==> config.mk <==
export PLATFORM = sky130hd
export DESIGN_NAME = uart_host_loader
export DESIGN_NICKNAME = d
export VERILOG_FILES = /design/src/rtl/uart_host_loader.sv
export SDC_FILE = /design/constraint.sdc
export NUM_CORES = 1
export LEC_CHECK = 0
export BUFFER_PORTS_ARGS = -buffer_cell sky130_fd_sc_hd__clkbuf_2
export CELL_PAD_IN_SITES_DETAIL_PLACEMENT = 0
export CELL_PAD_IN_SITES_GLOBAL_PLACEMENT = 2
export CORE_UTILIZATION = 37
export DETAILED_ROUTE_END_ITERATION = 10
export GPL_ROUTABILITY_DRIVEN = 0
export PLACE_DENSITY = 0.81
export SLEW_MARGIN = 20
export SYNTH_ARGS = -nofsm -noshare
export SYNTH_HDL_FRONTEND = slang
export SYNTH_SLANG_ARGS = --single-unit
==> constraint.sdc <==
create_clock -name clk -period 2.8 [get_ports clk]
set_input_delay 0.14 -clock clk [delete_from_list [all_inputs] [get_ports clk]]
set_output_delay 0.14 -clock clk [all_outputs]
set_load 0.02 [all_outputs]
==> src/rtl/uart_host_loader.sv <==
// ============================================================================
// Module   : uart_host_loader
// Purpose  : Host-side UART initiator: sends a calibration byte and an
//            instruction image, then captures a data-memory dump.
// Revision : 1.0 - initial release
// ============================================================================
`default_nettype none

module uart_host_loader #(
    parameter int CYCLES_PER_BIT       = 16,
    parameter int COUNTER_WIDTH        = 24,
    parameter int IMEM_BYTE_ADDR_WIDTH = 6,
    parameter int DMEM_BYTE_ADDR_WIDTH = 6,
    parameter int RX_TIMEOUT_CYCLES    = 1 << 20
) (
    input  logic                            clk,
    input  logic                            rst_n,
    input  logic                            start,
    output logic                            tx_out,
    input  logic                            rx_in,
    output logic                            img_rd_en,
    output logic [IMEM_BYTE_ADDR_WIDTH-3:0] img_addr,
    input  logic [31:0]                     img_rd_data,
    output logic                            dump_wr_en,
    output logic [DMEM_BYTE_ADDR_WIDTH-3:0] dump_addr,
    output logic [3:0]                      dump_byte_en,
    output logic [31:0]                     dump_wr_data,
    output logic                            busy,
    output logic                            done,
    output logic                            error
);

    localparam logic [COUNTER_WIDTH-1:0] c_bit_last  = COUNTER_WIDTH'(CYCLES_PER_BIT - 1);
    localparam logic [COUNTER_WIDTH-1:0] c_half_last = COUNTER_WIDTH'(CYCLES_PER_BIT / 2 - 1);
    localparam logic [COUNTER_WIDTH-1:0] c_to_last   = COUNTER_WIDTH'(RX_TIMEOUT_CYCLES - 1);
    localparam logic [IMEM_BYTE_ADDR_WIDTH-1:0] c_img_last = '1;
    localparam logic [DMEM_BYTE_ADDR_WIDTH-1:0] c_dmp_last = '1;

    typedef enum logic [2:0] {
        S_IDLE, S_CAL, S_FETCH, S_WAIT, S_SEND, S_RECV, S_DONE, S_ERROR
    } state_t;

    state_t r_state, w_next;

    logic [IMEM_BYTE_ADDR_WIDTH-1:0] r_byte_addr;
    logic [DMEM_BYTE_ADDR_WIDTH-1:0] r_dump_addr;
    logic                            r_done, r_error;

    logic                     r_tx_active, r_tx_out;
    logic [8:0]               r_tx_shift;
    logic [3:0]               r_tx_bit;
    logic [COUNTER_WIDTH-1:0] r_tx_cnt;
    logic                     w_tx_load, w_tx_last;
    logic [7:0]               w_tx_data;

    logic                     r_rx_meta, r_rx_sync, r_rx_prev;
    logic                     r_rx_busy, r_rx_valid;
    logic [3:0]               r_rx_bit;
    logic [COUNTER_WIDTH-1:0] r_rx_cnt, r_to_cnt;
    logic [7:0]               r_rx_shift;
    logic                     w_recv, w_rx_tick, w_rx_start_ok, w_rx_ferr, w_timeout;
    logic                     w_accept, w_dump_we;

    assign w_accept      = (r_state == S_IDLE) && start;
    assign w_recv        = (r_state == S_RECV);
    assign w_tx_last     = r_tx_active && (r_tx_bit == 4'd9) && (r_tx_cnt == c_bit_last);
    assign w_rx_tick     = r_rx_busy &&
                           (r_rx_cnt == ((r_rx_bit == 4'd0) ? c_half_last : c_bit_last));
    assign w_rx_start_ok = w_rx_tick && (r_rx_bit == 4'd0) && !r_rx_sync;
    assign w_rx_ferr     = w_rx_tick && (r_rx_bit == 4'd9) && !r_rx_sync;
    assign w_timeout     = w_recv && (r_to_cnt == c_to_last);
    assign w_dump_we     = w_recv && r_rx_valid;

    always_ff @(posedge clk or negedge rst_n) begin
        if (!rst_n) r_state <= S_IDLE;
        else        r_state <= w_next;
    end

    always_comb begin
        w_next    = r_state;
        w_tx_load = 1'b0;
        w_tx_data = 8'h55;
        case (r_state)
            S_IDLE:  if (start) begin
                         w_next    = S_CAL;
                         w_tx_load = 1'b1;
                     end
            S_CAL:   if (w_tx_last) w_next = S_FETCH;
            S_FETCH: w_next = S_WAIT;
            S_WAIT:  begin
                         w_tx_load = 1'b1;
                         w_tx_data = img_rd_data[{r_byte_addr[1:0], 3'b000} +: 8];
                         w_next    = S_SEND;
                     end
            S_SEND:  if (w_tx_last) w_next = (r_byte_addr == c_img_last) ? S_RECV : S_FETCH;
            S_RECV:  begin
                         if (w_rx_ferr || w_timeout)                   w_next = S_ERROR;
                         else if (w_dump_we && r_dump_addr == c_dmp_last) w_next = S_DONE;
                     end
            S_DONE:  w_next = S_IDLE;
            S_ERROR: w_next = S_IDLE;
            default: w_next = S_IDLE;
        endcase
    end

    always_ff @(posedge clk or negedge rst_n) begin
        if (!rst_n) begin
            r_byte_addr <= '0;
            r_dump_addr <= '0;
            r_done      <= 1'b0;
            r_error     <= 1'b0;
        end else if (w_accept) begin
            r_byte_addr <= '0;
            r_dump_addr <= '0;
            r_done      <= 1'b0;
            r_error     <= 1'b0;
        end else begin
            if (r_state == S_SEND && w_tx_last && r_byte_addr != c_img_last)
                r_byte_addr <= r_byte_addr + IMEM_BYTE_ADDR_WIDTH'(1);
            if (w_dump_we && r_dump_addr != c_dmp_last)
                r_dump_addr <= r_dump_addr + DMEM_BYTE_ADDR_WIDTH'(1);
            if (w_next == S_DONE)  r_done  <= 1'b1;
            if (w_next == S_ERROR) r_error <= 1'b1;
        end
    end

    // Transmitter: start bit is driven on the load edge, stop bit is the shifted-in 1.
    always_ff @(posedge clk or negedge rst_n) begin
        if (!rst_n) begin
            r_tx_active <= 1'b0;
            r_tx_out    <= 1'b1;
            r_tx_shift  <= '1;
            r_tx_bit    <= '0;
            r_tx_cnt    <= '0;
        end else if (w_tx_load) begin
            r_tx_active <= 1'b1;
            r_tx_out    <= 1'b0;
            r_tx_shift  <= {1'b1, w_tx_data};
            r_tx_bit    <= '0;
            r_tx_cnt    <= '0;
        end else if (r_tx_active) begin
            if (r_tx_cnt == c_bit_last) begin
                r_tx_cnt <= '0;
                if (r_tx_bit == 4'd9) begin
                    r_tx_active <= 1'b0;
                end else begin
                    r_tx_out   <= r_tx_shift[0];
                    r_tx_shift <= {1'b1, r_tx_shift[8:1]};
                    r_tx_bit   <= r_tx_bit + 4'd1;
                end
            end else begin
                r_tx_cnt <= r_tx_cnt + COUNTER_WIDTH'(1);
            end
        end
    end

    // Receiver only runs in RECV, so any frame straddling RECV entry is dropped.
    always_ff @(posedge clk or negedge rst_n) begin
        if (!rst_n) begin
            r_rx_meta  <= 1'b1;
            r_rx_sync  <= 1'b1;
            r_rx_prev  <= 1'b1;
            r_rx_busy  <= 1'b0;
            r_rx_valid <= 1'b0;
            r_rx_bit   <= '0;
            r_rx_cnt   <= '0;
            r_rx_shift <= '0;
            r_to_cnt   <= '0;
        end else begin
            r_rx_meta  <= rx_in;
            r_rx_sync  <= r_rx_meta;
            r_rx_prev  <= r_rx_sync;
            r_rx_valid <= 1'b0;
            r_to_cnt   <= (!w_recv || w_rx_start_ok) ? '0 : r_to_cnt + COUNTER_WIDTH'(1);
            if (!w_recv) begin
                r_rx_busy <= 1'b0;
            end else if (!r_rx_busy) begin
                if (r_rx_prev && !r_rx_sync) begin
                    r_rx_busy <= 1'b1;
                    r_rx_bit  <= '0;
                    r_rx_cnt  <= '0;
                end
            end else if (w_rx_tick) begin
                r_rx_cnt <= '0;
                if (r_rx_bit == 4'd0) begin
                    if (r_rx_sync) r_rx_busy <= 1'b0;
                    else           r_rx_bit  <= 4'd1;
                end else if (r_rx_bit == 4'd9) begin
                    r_rx_busy  <= 1'b0;
                    r_rx_valid <= r_rx_sync;
                end else begin
                    r_rx_shift <= {r_rx_sync, r_rx_shift[7:1]};
                    r_rx_bit   <= r_rx_bit + 4'd1;
                end
            end else begin
                r_rx_cnt <= r_rx_cnt + COUNTER_WIDTH'(1);
            end
        end
    end

    assign tx_out       = r_tx_out;
    assign busy         = (r_state != S_IDLE) && (r_state != S_DONE) && (r_state != S_ERROR);
    assign done         = r_done;
    assign error        = r_error;
    assign img_rd_en    = (r_state == S_FETCH);
    assign img_addr     = r_byte_addr[IMEM_BYTE_ADDR_WIDTH-1:2];
    assign dump_wr_en   = w_dump_we;
    assign dump_addr    = r_dump_addr[DMEM_BYTE_ADDR_WIDTH-1:2];
    assign dump_byte_en = w_dump_we ? (4'b0001 << r_dump_addr[1:0]) : 4'b0000;
    assign dump_wr_data = w_dump_we ? {4{r_rx_shift}} : 32'h0;

endmodule

`default_nettype wire

# Word-level counts from Yosys, hierarchy flattened
# Cells that the tools add are included.
word_totals:
  regBits: 121
  input_bits: 36
  wordCells: 152
op_classes:
  add_sub_neg: 7
  eq_ne: 24
  shifts: 2
  n_mux: 62
  bitwise: 2
  n_reduce_logical: 36
op_table:
  columns: ["operator", "n"]
  rows:
  - ["2-to-1 mux 24 bit", 7]
  - ["adder 24 x 1 -> 24 bit, second input constant", 3]
  - ["2-to-1 mux 4 bit", 12]
  - ["2-to-1 mux 9 bit", 4]
  - ["2-to-1 mux 32 bit", 1]
  - ["variable part select 32 x 6 -> 8 bit", 1]
  - ["2-to-1 mux 1 bit", 25]
  - ["equality test 24 x 20 -> 1 bit, second input constant", 1]
  - ["equality test 24 x 4 -> 1 bit", 1]
  - ["equality test 24 x 4 -> 1 bit, second input constant", 1]
  - ["2-to-1 mux 6 bit", 4]
  - ["one-hot mux 3 bit (7 select lines)", 1]
  - ["equality test 3 bit, second input constant", 6]
  - ["2-to-1 mux 3 bit", 6]
  - ["logical AND 1 bit", 17]
  - ["nonzero test 2 bit", 7]
  - ["adder 6 x 1 -> 6 bit, second input constant", 2]
  - ["equality test 6 bit, second input constant", 2]
  - ["inequality test 3 bit, second input constant", 4]
  - ["inequality test 6 bit, second input constant", 2]
  - ["AND reduction 5 bit", 2]
  - ["adder 4 x 1 -> 4 bit, second input constant", 2]
  - ["equality test 4 bit, second input constant", 2]
  - ["2-to-1 mux 8 bit", 1]
  - ["15 further kinds", 19]

# Logic depth before layout (Yosys ltp)
# Gate-level depths: netlist of run 1.
depth:
  ltp_word: 12
  ltp_mapped: 9

# Worst setup path after synthesis of run 1
# Ideal clock, no wire load.
synth_path:
  path_kind: "reg-to-reg"
  start: "register r_tx_cnt[0]"
  end: "register r_tx_cnt[12]"
  arrival_ns: 2.034
  slack_ns: 0.689
  stages_incl_launch_ff: 9
  path_buffers: 2
  path_cell_list: "dfrtp_1 -> ha_1 -> and3_1 -> buf_2 -> and4_1 -> buf_2 -> nand2_1 -> or4b_2 -> a21oi_1"
synth_via:
  elab_chain_len: 4
  elab_cells_between_ends: 5
synth_lines:
  columns: ["item", "line", "rtl"]
  rows:
  - ["from (decl)", "52", "logic [COUNTER_WIDTH-1:0] r_tx_cnt;"]
  - ["from (signal assigned)", "152", "r_tx_cnt <= r_tx_cnt + COUNTER_WIDTH'(1);"]
  - ["adder 24 x 1 -> 24 bit or equality test 24 x 4 -> 1 bit (tied branches)", "152, 142", null]
  - ["2-to-1 mux 24 bit (*)", "142", "if (r_tx_cnt == c_bit_last) begin"]
  - ["2-to-1 mux 24 bit (*)", "141", "end else if (r_tx_active) begin"]
  - ["2-to-1 mux 24 bit (*)", "135", "end else if (w_tx_load) begin"]
# Mark *: on every way between the ends. The rest lies on a longest branch, timed or not. The select of a mux whose other input is x is not followed.
# A chain may end at the register's enable or synchronous reset.

# Worst setup path after layout of run 1
layout_path:
  start: "register r_tx_cnt[0]"
  end: "register r_byte_addr[3]"
layout_via:
  elab_chain_len: 5
layout_lines:
  columns: ["item", "line", "rtl"]
  rows:
  - ["equality test 24 x 4 -> 1 bit", "66", "assign w_tx_last = r_tx_active && (r_tx_bit == 4'd9) && (r_tx_cnt == c_bit_last);"]
  - ["logical AND 1 bit", "66", null]
  - ["logical AND 1 bit (2 in a row)", "118", "if (r_state == S_SEND && w_tx_last && r_byte_addr != c_img_last)"]
  - ["nonzero test 2 bit (no line)", null, null]
  - ["to (signal assigned)", "119", "r_byte_addr <= r_byte_addr + IMEM_BYTE_ADDR_WIDTH'(1);"]
  - ["to (decl)", "45", "logic [IMEM_BYTE_ADDR_WIDTH-1:0] r_byte_addr;"]
# No other way between the ends.

==> results.md, run 1 <==
* Drt pass-1 iters at 8
* Worst skew pair latency at 420 ps
* # setup viols final at 0
* Yosys top cell area share at approximately two fifths
* Crit Path Max Fanout at 11
* Violated checks: DRC
* Status: complete, but fails checks
* Synth cell count leaders: dfrtp_1, nor2_1, nand2_1
* Max-slew headroom at the worst pin at about half
* Final ANT Viol Nets at 0
* Cell count after synthesis at between 700 and 800
* Seq/Total Area, Yosys at between 40% and 50%
* Ys flop type: dfrtp_1
* Cell area after synthesis at 6970 um^2
* # IOs at between 80 and 90
* DRC Markers at 1
* TNS Setup at 0 ps
* Clock Path Buffers at 2
* FF+latch count, synth at 120
* CP Class: flop to flop
* Root Buffer Master: clkbuf_16
* Depth of the most critical reg-to-reg path at 6
* Inserted Diodes at 0
* Dpl hpwl at 11770 um
* Num CTS Buffers at 17
* Cell count after placement at 974
* Final Cycle Share at roughly 90%
* GR Overflow Total at 0
* DR vias/cell at about 5.4
* Number of global-route vias before repair at around 5400
* Worst hold slack at approximately 200 ps
* # nets final at a little over 800
* Syn avg cell area at 9.873 um^2
* Data arrival time of the critical path at just under 3000 ps
* CP startpoint kind: flop
* Count of port buffers added during placement at 85
* FILL cells at 1734
* Hold path endpoint: r_tx_shift[0]
* Post-synth EDFFs at 0
* Worst-Margin Slew at around 740 ps
* Max Clock Freq at just under 400 MHz
* Fin crit period at 2567 ps
* P_leak at between 0.003 and 0.004 uW
* Iter 0 DRT Violations at between 300 and 400
* Worst vdd ir at between 400 and 500 uV
* Full die area at about 19000 um^2
* Clk sink count at 120
* WL per Instance at 16.21 um
* H-tree lvl count at 4
* Util after Layout at between 40 and 50%
* Clock Skews at 12.09 ps
* First-pass GRT wire length at between 20000 and 30000 um
* Post-CTS Hold Fix Bufs at 2
* Hold crit path type: primary input to flop
* R2r startpoint: r_tx_cnt[0]
* Setup bufs post-CTS at 0
* Max-cap check violation count at 0
* Final Slew Violations at 0
* Unrepaired setup endpoints after global routing: no
* Clk slew on worst S/H paths at about 60 ps
* R2R setup slack at approximately 230 ps
* Std cell rows at roughly 50
* Worst Setup End Kind: flop
* Cell variety after synth at 74
* Layout cells sized above 1 at 25.42%
* Gr usage total at 17.86%
* Hold Startpoint: img_rd_data[16]
* Core area at around 18000 um^2
* Synth-to-Final Area Change at 15.62%
* Routed wire length at about 16000 um
* Initial antenna violation count at 0
* CTS resizes at 0
* Area leader, netlist: dfrtp_1
* Pwr per Cell Area at between 500 and 600 nW/um^2
* Largest net degree at the start of global routing at 52
* Starting Density at 38.28%
* Synth warn at 0
* Die W at around 140 um
* Ys async rst share at 100.0%
* Net count after synthesis at about 760
* Die Y at 139.3 um
* R2R Path End: r_byte_addr[3]
* Fin. Hold Viols at 0
* Critical Path RT at between 3000 and 4000 ps
* Hold depth at 4
* Synth top area cells: dfrtp_1, xor2_1, dfstp_2
* Vias at between 5000 and 6000
* CTS tree: done
* Final cell count without fillers at 1008
* Most common cell in the synthesized netlist: dfrtp_1
## report_power, final
part | switching (uW) | internal [uW]
clock | 772 | 1560
combinational | 77.8 | 60.0
sequential | 16.4 | 1760
total | 866 | 3370
## layout by cell type (no fill, tap or decap), types with 23 or more instances in the layout
master	synthesis	final
clkbuf_2	0	84
xor2_1	39	39
dfrtp_1	108	108
nor2_1	71	71
nand3_1	38	38
a21oi_1	33	33
nand4_1	28	28
inv_1	23	23
nand2_1	40	40
## worst max-delay path: stages (launching register included)
cell and delay [ps]:
dfrtp_1 400, ha_1 210, and3_1 300, and4_1 450
nand3_1 370, or4_1 610, a21oi_1 150
## layout make-up
class                   instances  area [um^2]  share of cell area, %
clock buffers                  24        481.7                  5.977
clock inverters                 8        142.6                  1.770
inverters                      24        90.09                  1.118
multi-input cells             501         3467                  43.02
flip-flops and latches        120         3018                  37.45
well taps                     229        286.5                  3.555
repair buffers                102        573.1                  7.111
## how the worst max path moves through the flow
stage | from | endpoint
2_1_floorplan | r_tx_cnt[0] | r_tx_cnt[12]
3_3_place_gp | r_tx_cnt[0] | r_byte_addr[3]
3_5_place_dp | r_tx_cnt[0] | r_byte_addr[3]
4_1_cts | r_tx_cnt[0] | r_byte_addr[3]
5_1_grt | r_tx_cnt[1] | r_byte_addr[3]
6_report | r_tx_cnt[0] | r_byte_addr[3]
## flip-flops by register name (all words and copies together), names as in the netlist
name,count
r_tx_bit,4
error,1
r_dump_addr,6
r_to_cnt,24
r_byte_addr,6
r_tx_shift,8
r_rx_meta,1
r_tx_cnt,24
tx_out,1
r_rx_valid,1
r_state,3
r_tx_active,1
r_rx_busy,1
r_rx_bit,4
r_rx_cnt,24
r_rx_sync,1
r_rx_shift,8
done,1
r_rx_prev,1
## logic make-up after synthesis
logic type                 Yosys count  share of synthesized area [%]
muxes                               26                          5.331
and+or+nand+nor                    295                          23.77
adders and majority gates           13                          2.334
AOI/OAI and AO/OA                  113                          11.52
buffers and inverters               85                          6.964
xor gates and xnor gates            54                          6.785
DFF                                120                          43.30
## per-layer routing
| metal | share of wire (%) | vias up | track usage (%) |
|---|---|---|---|
| met2 | 48 | 117 | 28.46 |
| met1 | 47 | 2684 | 23.39 |
| met3 | 4.2 | 19 | 4.474 |
| met4 | 1.5 | 0 | 6.667 |
| met5 | 0 | - | 0 |
| li1 | - | 2658 | - |
## through the flow
| stage | cell area [um^2] | setup slack [ps] | total power [uW] |
|---|---|---|---|
| 2_1_floorplan | 6970 | 688.6 | 1861 |
| 3_3_place_gp | 7415 | 363.0 | 1937 |
| 3_5_place_dp | 7415 | 295.5 | 1940 |
| 4_1_cts | 8059 | 274.7 | 4285 |
| 5_1_grt | 8059 | 79.86 | 4395 |
| 6_report | 8059 | 233.0 | 4237 |
Note: power is estimated with default switching activity, not from simulation.
==> run 2: changes to the inputs <==
PLACE_DENSITY = default   (was 0.81)
PLACE_DENSITY_LB_ADDON = 0.1   (was default)
==> run 2 against run 1 <==
The flow still finishes with violations (DRC). Final area is essentially flat. Die area is the same. Wire length grew 0.82%. Non-clock buffer count grew 4. Combinational power is essentially flat. Critical endpoint is now r_tx_cnt[9].
==> results.md, run 2 (synthesis gave the netlist of run 1 again) <==
* Status: complete, but fails checks
* Violated checks: DRC
* Clk sink count at 120
* Starting Density at between 30% and 40%
* DRC Markers at 1
* Number of global-route vias before repair at roughly 5300
* Worst vdd ir at 382.2 uV
* Synth-to-Final Area Change at 15.51%
* # nets final at a little over 800
* Commonest non-fill, non-tap cell in the layout: dfrtp_1
* CTS tree: done
* Die Y at roughly 140 um
* CP Class: flop to flop
* Iter 0 DRT Violations at approximately 280
* Max-slew headroom at the worst pin at between 40 and 50%
* Fin. Hold Viols at 0
* Root Buffer Master: clkbuf_16
* Std cell rows at 49
* R2R Path End: r_tx_cnt[9]
* Area of the multi-input gates at around 3500 um^2
* Hold crit path type: primary input to flop
* Depth of the most critical reg-to-reg path at 8
* FILL cells at about 1800
* Clock Path Buffers at 2
* First-pass GRT wire length at 27500 um
* Setup bufs post-CTS at 0
* Vias at between 5000 and 6000
* Hold Startpoint: img_rd_data[26]
* Core area at ~18000 um^2
* Cell count after placement at between 900 and 1000
* Max-cap check violation count at 0
* P_leak at between 0.003 and 0.004 uW
* Final Cycle Share at approximately 85%
* H-tree lvl count at 4
* # IOs at 86
* Pwr per Cell Area at between 500 and 600 nW/um^2
* Initial antenna violation count at 0
* Worst-Margin Slew at 837.6 ps
* Largest net degree at the start of global routing at 60
* Final Slew Violations at 0
* Full die area at 19390 um^2
* WL per Instance at 16.28 um
* Routed wire length at 16470 um
* Top Registers: r_rx_cnt: 24 flops, r_to_cnt: 24 flops, r_tx_cnt: 24 flops
* Worst skew pair latency at between 400 and 500 ps
* Dpl hpwl at approximately 12000 um
* Worst Setup End Kind: flop
* CP startpoint kind: flop
* Final cell count without fillers at roughly 1000
* Hold depth at 4
* Layout cells sized above 1 at approximately 26%
* Final ANT Viol Nets at 0
* R2r startpoint: r_tx_cnt[0]
* Hold path endpoint: r_tx_shift[2]
* Crit Path Max Fanout at 19
* GR Overflow Total at 0
* Clock Skews at slightly above 9 ps
* Sequential cell area at 3018 um^2
* DR vias/cell at around 5.5
* Data arrival time of the critical path at ~2700 ps
* Die W at between 100 and 150 um
* Max Clock Freq at about 420 MHz
* # setup viols final at 0
* Fin crit period at between 2000 and 2500 ps
* Count of port buffers added during placement at 85
* Commonest cells after routing, fill and taps aside: dfrtp_1, clkbuf_2, nor2_1
* Clk slew on worst S/H paths at about 50 ps
* Drt pass-1 iters at 8
* R2R setup slack at 420 ps
* Gr usage total at between 10% and 20%
* Num CTS Buffers at 17
* Unrepaired setup endpoints after global routing: no
* Inserted Diodes at 0
* Critical Path RT at slightly above 3000 ps
* TNS Setup at 0 ps
==> run 2: cell types whose count changed in the layout (fill, tap and decap cells not counted), moves of 2 or more <==
cell,previous run,this run
buf_4,15,18
bufinv_16,4,2
clkbuf_8,3,1
clkinv_4,0,2
clkinvlp_4,1,3
==> run 2: what timing repair did <==
item | CTS | global route
hold buffers | 2 | 0
hold endpoints to repair | 41 | 0
resized for setup | 0 | 0
==> run 2: worst max-delay path, stage by stage, from the launching register on <==
cell and delay, ps:
dfrtp_1 390, ha_1 200, and3_1 320, and4_1 290, buf_4 200, a211oi_2 80, buf_4 200, nor2_1 440
nor2_1 100
==> run 2: report_power, final <==
group	total, uW	switching, uW	leakage (uW)	internal (uW)
registers	1770	13.4	0.00158	1750
clock network	2140	809	0.000273	1330
logic	141	81.0	0.00173	60.1
total	4050	904	0.00358	3150
==> run 2: worst max path at each step <==
stage                            from        endpoint  slack, ps
after floorplan           r_tx_cnt[0]    r_tx_cnt[12]        690
after global placement    r_tx_cnt[0]    r_tx_cnt[13]        460
after detailed placement  r_tx_cnt[0]     r_tx_cnt[9]        440
after CTS                 r_tx_cnt[0]  r_byte_addr[3]        420
after global routing      r_tx_cnt[0]     r_tx_cnt[4]        290
final                     r_tx_cnt[0]     r_tx_cnt[9]        420
==> run 2: area by class of cell <==
type	count	share of cell area [%]
flip-flops and latches	120	37.48
well taps	229	3.559
repair buffers	106	7.646
clock buffers	21	5.594
multi-input cells	501	43.06
inverters	24	1.119
clock inverters	11	1.538
==> run 2: metrics by stage <==
stage / cell area, um^2 / total power [uW] / setup WS [ps] / hold slack, ps / util, %
after floorplan: 6970 / 1861 / 688.6 / -155.6 / -
after global placement: 7457 / 1939 / 464.7 / 223.6 / 40.95
after detailed placement: 7457 / 1942 / 435.3 / 231.2 / 40.95
after CTS: 8051 / 4124 / 421.1 / 186.7 / 44.22
after global routing: 8051 / 4207 / 290.8 / 201.8 / 44.22
final: 8051 / 4050 / 420.7 / 203.3 / 44.22
==> run 2: metal layers <==
metal  track usage [%]  up-vias  part of all wire [%]
met5                 0        -                     0
met4             5.906        0                  0.92
met3             4.129       13                   3.3
met2             29.49       98                    49
met1             23.22     2743                    47
li1                  -     2665                     -
==> run 3: changes to the inputs <==
ABC_AREA = 1   (was default)
CORE_UTILIZATION = 31   (was 37)
clock period = 1.9 ns   (was 2.8 ns; I/O delays follow)
==> run 3 against run 2 <==
The flow now finishes without violations. Total power increased by 57%. Largest power group unchanged. Wire length is 19% higher. Register-to-register slack lost 390 ps. Global-route usage decreased by 0.76 points. Critical path depth rose by 2.
==> results.md, run 3 <==
* Status: finished clean
* Die W at roughly 150 um
* Worst Setup End Kind: flop
* Post-synth EDFFs at 0
* Worst vdd ir at approximately 470 uV
* Clock Path Buffers at 2
* Synth cell count leaders: nor2_1, nand2_1, dfrtp_1
* Cell count after synthesis at 920
* Max Clock Freq at roughly 540 MHz
* Number of global-route vias before repair at ~6500
* Clock power share at a little under 60%
* Vias at roughly 6500
* # nets final at around 1100
* Cell count after placement at around 1300
* First-pass GRT wire length at roughly 32000 um
* CP delay by family, top: simple AND/OR/NAND/NOR gates
* Seq/Total Area, Yosys at 42.49%
* Largest net degree at the start of global routing at between 40 and 50
* Clock Skews at 10.63 ps
* CP max stage delay at ~430 ps
* # setup viols final at 0
* Layout cells sized above 1 at between 30% and 40%
* Ys async rst share at 100.0%
* Max-cap check violation count at 0
* Net count after synthesis at 969
* Cell variety after synth at 52
* Gr usage total at about 17%
* Count of port buffers added during placement at between 80 and 90
* Worst-Margin Slew at roughly 440 ps
* Iter 0 DRT Violations at about 280
* CP Class: flop to flop
* Commonest cells after routing, fill and taps aside: nand2_1, nor2_1, dfrtp_1
* GR Overflow Total at 0
* Unrepaired setup endpoints after global routing: yes
* Syn avg cell area at slightly below 8 um^2
* Inserted Diodes at 0
* Final Cycle Share at between 90% and 100%
* Dpl hpwl at roughly 15000 um
* Std cell rows at 55
* Starting Density at a little under a third
* Final Slew Violations at 0
* CTS tree: done
* Pwr per Cell Area at approximately 660 nW/um^2
* CP startpoint kind: flop
* Initial antenna violation count at 0
* # IOs at 86
* Clk slew on worst S/H paths at approximately 60 ps
* Num CTS Buffers at 17
* Comb pwr share at ~1.8%
* Top Registers: r_rx_cnt: 24 flops, r_to_cnt: 24 flops, r_tx_cnt: 24 flops
* Area leader, netlist: dfrtp_1
* Worst skew pair latency at 420 ps
* Core area at roughly 23000 um^2
* Routed wire length at between 15000 and 20000 um
* Yosys top cell area share at about two fifths
* P_leak at approximately 0.0044 uW
* R2R setup slack at roughly 32 ps
* Drt pass-1 iters at 4
* Clk sink count at 120
* Fin crit period at ~1900 ps
* Synth warn at 0
* Crit path max-delay cell type: dfrtp_1
* CP bufs+invs at 2
* CP dominant cell by count: nor2_4
* WL per Instance at around 14 um
* Data arrival time of the critical path at roughly 2200 ps
* Final cell count without fillers at roughly 1400
* Commonest non-fill, non-tap cell in the layout: nand2_1
* Cell area after synthesis at ~7000 um^2
* Most common cell in the synthesized netlist: nor2_1
* Switch share at 20.39%
* Max-slew headroom at the worst pin at 70.44%
* Synth top area cells: dfrtp_1, nor2_1, nand2_1
* Synth-to-Final Area Change at 34.86%
* Fin. Hold Viols at 0
* Die Y at approximately 150 um
* DRC Markers at 0
* Net switching power at 1298 uW
* Seq pwr share at between 40% and 50%
* FF+latch count, synth at between 100 and 150
* Crit Path Max Fanout at 6
* Root Buffer Master: clkbuf_16
* CP cell instances: nor2_1 > nand2_1 > nor2_4 > nand3_4 > nor2_4 > nor2_4 > nor2_4 > buf_6 > clkinvlp_4 > and3_4
* Critical Path RT at 2220 ps
* Hold crit path type: primary input to flop
* Util after Layout at between 40% and 50%
* Final ANT Viol Nets at 0
* Ys flop type: dfrtp_1
* H-tree lvl count at 4
* Full die area at around 24000 um^2
* Internal Pwr Total at about 5100 uW
* DR vias/cell at 4.717
==> run 3: path summary, 6_finish.rpt <==
check / end / cells past startpoint / from
worst max-delay path: r_rx_cnt[14] / 10 / r_rx_cnt[6]
worst min-delay path: r_tx_shift[5] / 5 / img_rd_data[5]
worst max register to register: r_rx_cnt[14] / 10 / r_rx_cnt[6]
worst min register to register: r_rx_sync / 0 / r_rx_meta
max in group asynchronous: r_tx_cnt[3] / 3 / rst_n
min in group asynchronous: r_to_cnt[6] / 2 / rst_n
==> run 3: through the flow <==
| stage | total power [uW] | worst slack, ps | cell area [um^2] | setup TNS [ps] | hold slack, ps |
|---|---|---|---|---|---|
| 6_report | 6369 | 32.36 | 9579 | 0 | 49.71 |
| 4_1_cts | 6464 | -2.318 | 9136 | -12.47 | 47.83 |
| 3_5_place_dp | 2726 | 8.194 | 8225 | 0 | 50.11 |
| 5_1_grt | 6576 | -54.87 | 9579 | -539.2 | 72.97 |
| 2_1_floorplan | 2619 | 138.6 | 7103 | 0 | -200.6 |
| 3_3_place_gp | 2727 | -6.992 | 8225 | -6.992 | 53.78 |
==> run 3: final cells by class <==
cell class	instances	area [um^2]
fillers	2340	12990
multi-input cells	644	3626
flip-flops and latches	120	3023
repair buffers	195	1486
clock buffers	21	480.5
inverters	106	414.1
well taps	285	356.6
clock inverters	11	192.7
==> run 3: timing repair <==
item | 4_1_cts | 5_1_grt
endpoints found under the hold margin | 74 | 0
buffers inserted | 2 | 19
pin swaps | 0 | 21
hold buffers | 2 | 0
gates resized for setup | 53 | 89
endpoints found under the setup margin | 36 | 90
cloned | 0 | 1
==> run 3: power groups by stage <==
stage	Sequential (uW)	Combinational (uW)	Clock, uW
6_report	2570	113	3690
5_1_grt	2560	132	3880
4_1_cts	2570	120	3780
3_5_place_dp	2610	116	0
3_3_place_gp	2610	117	0
2_1_floorplan	2610	8.54	0
==> run 3: logic make-up after synthesis <==
family / synth area share (%)
AO/OA/AOI/OAI: 10.01
adder cells (fa/ha/maj): 2.290
XOR/XNOR: 4.192
buffers and inverters: 10.55
AND/OR/NAND/NOR: 30.19
multiplexers: 0.2819
flip-flops: 42.49
==> run 3: metal layers <==
metal	global-route usage, %	wire, um
met2	29.46	9743
met4	6.286	305
met5	0	0
met3	2.665	459
met1	21.76	9150
==> run 3: worst reg2reg max path: stages (launching register included) <==
cell and delay [ps]:
dfrtp_1 430, nor2_1 120, nand2_1 100, nor2_4 150, nand3_4 100, nor2_4 150, nor2_4 50, nor2_4 140
buf_6 120, clkinvlp_4 160, and3_4 230
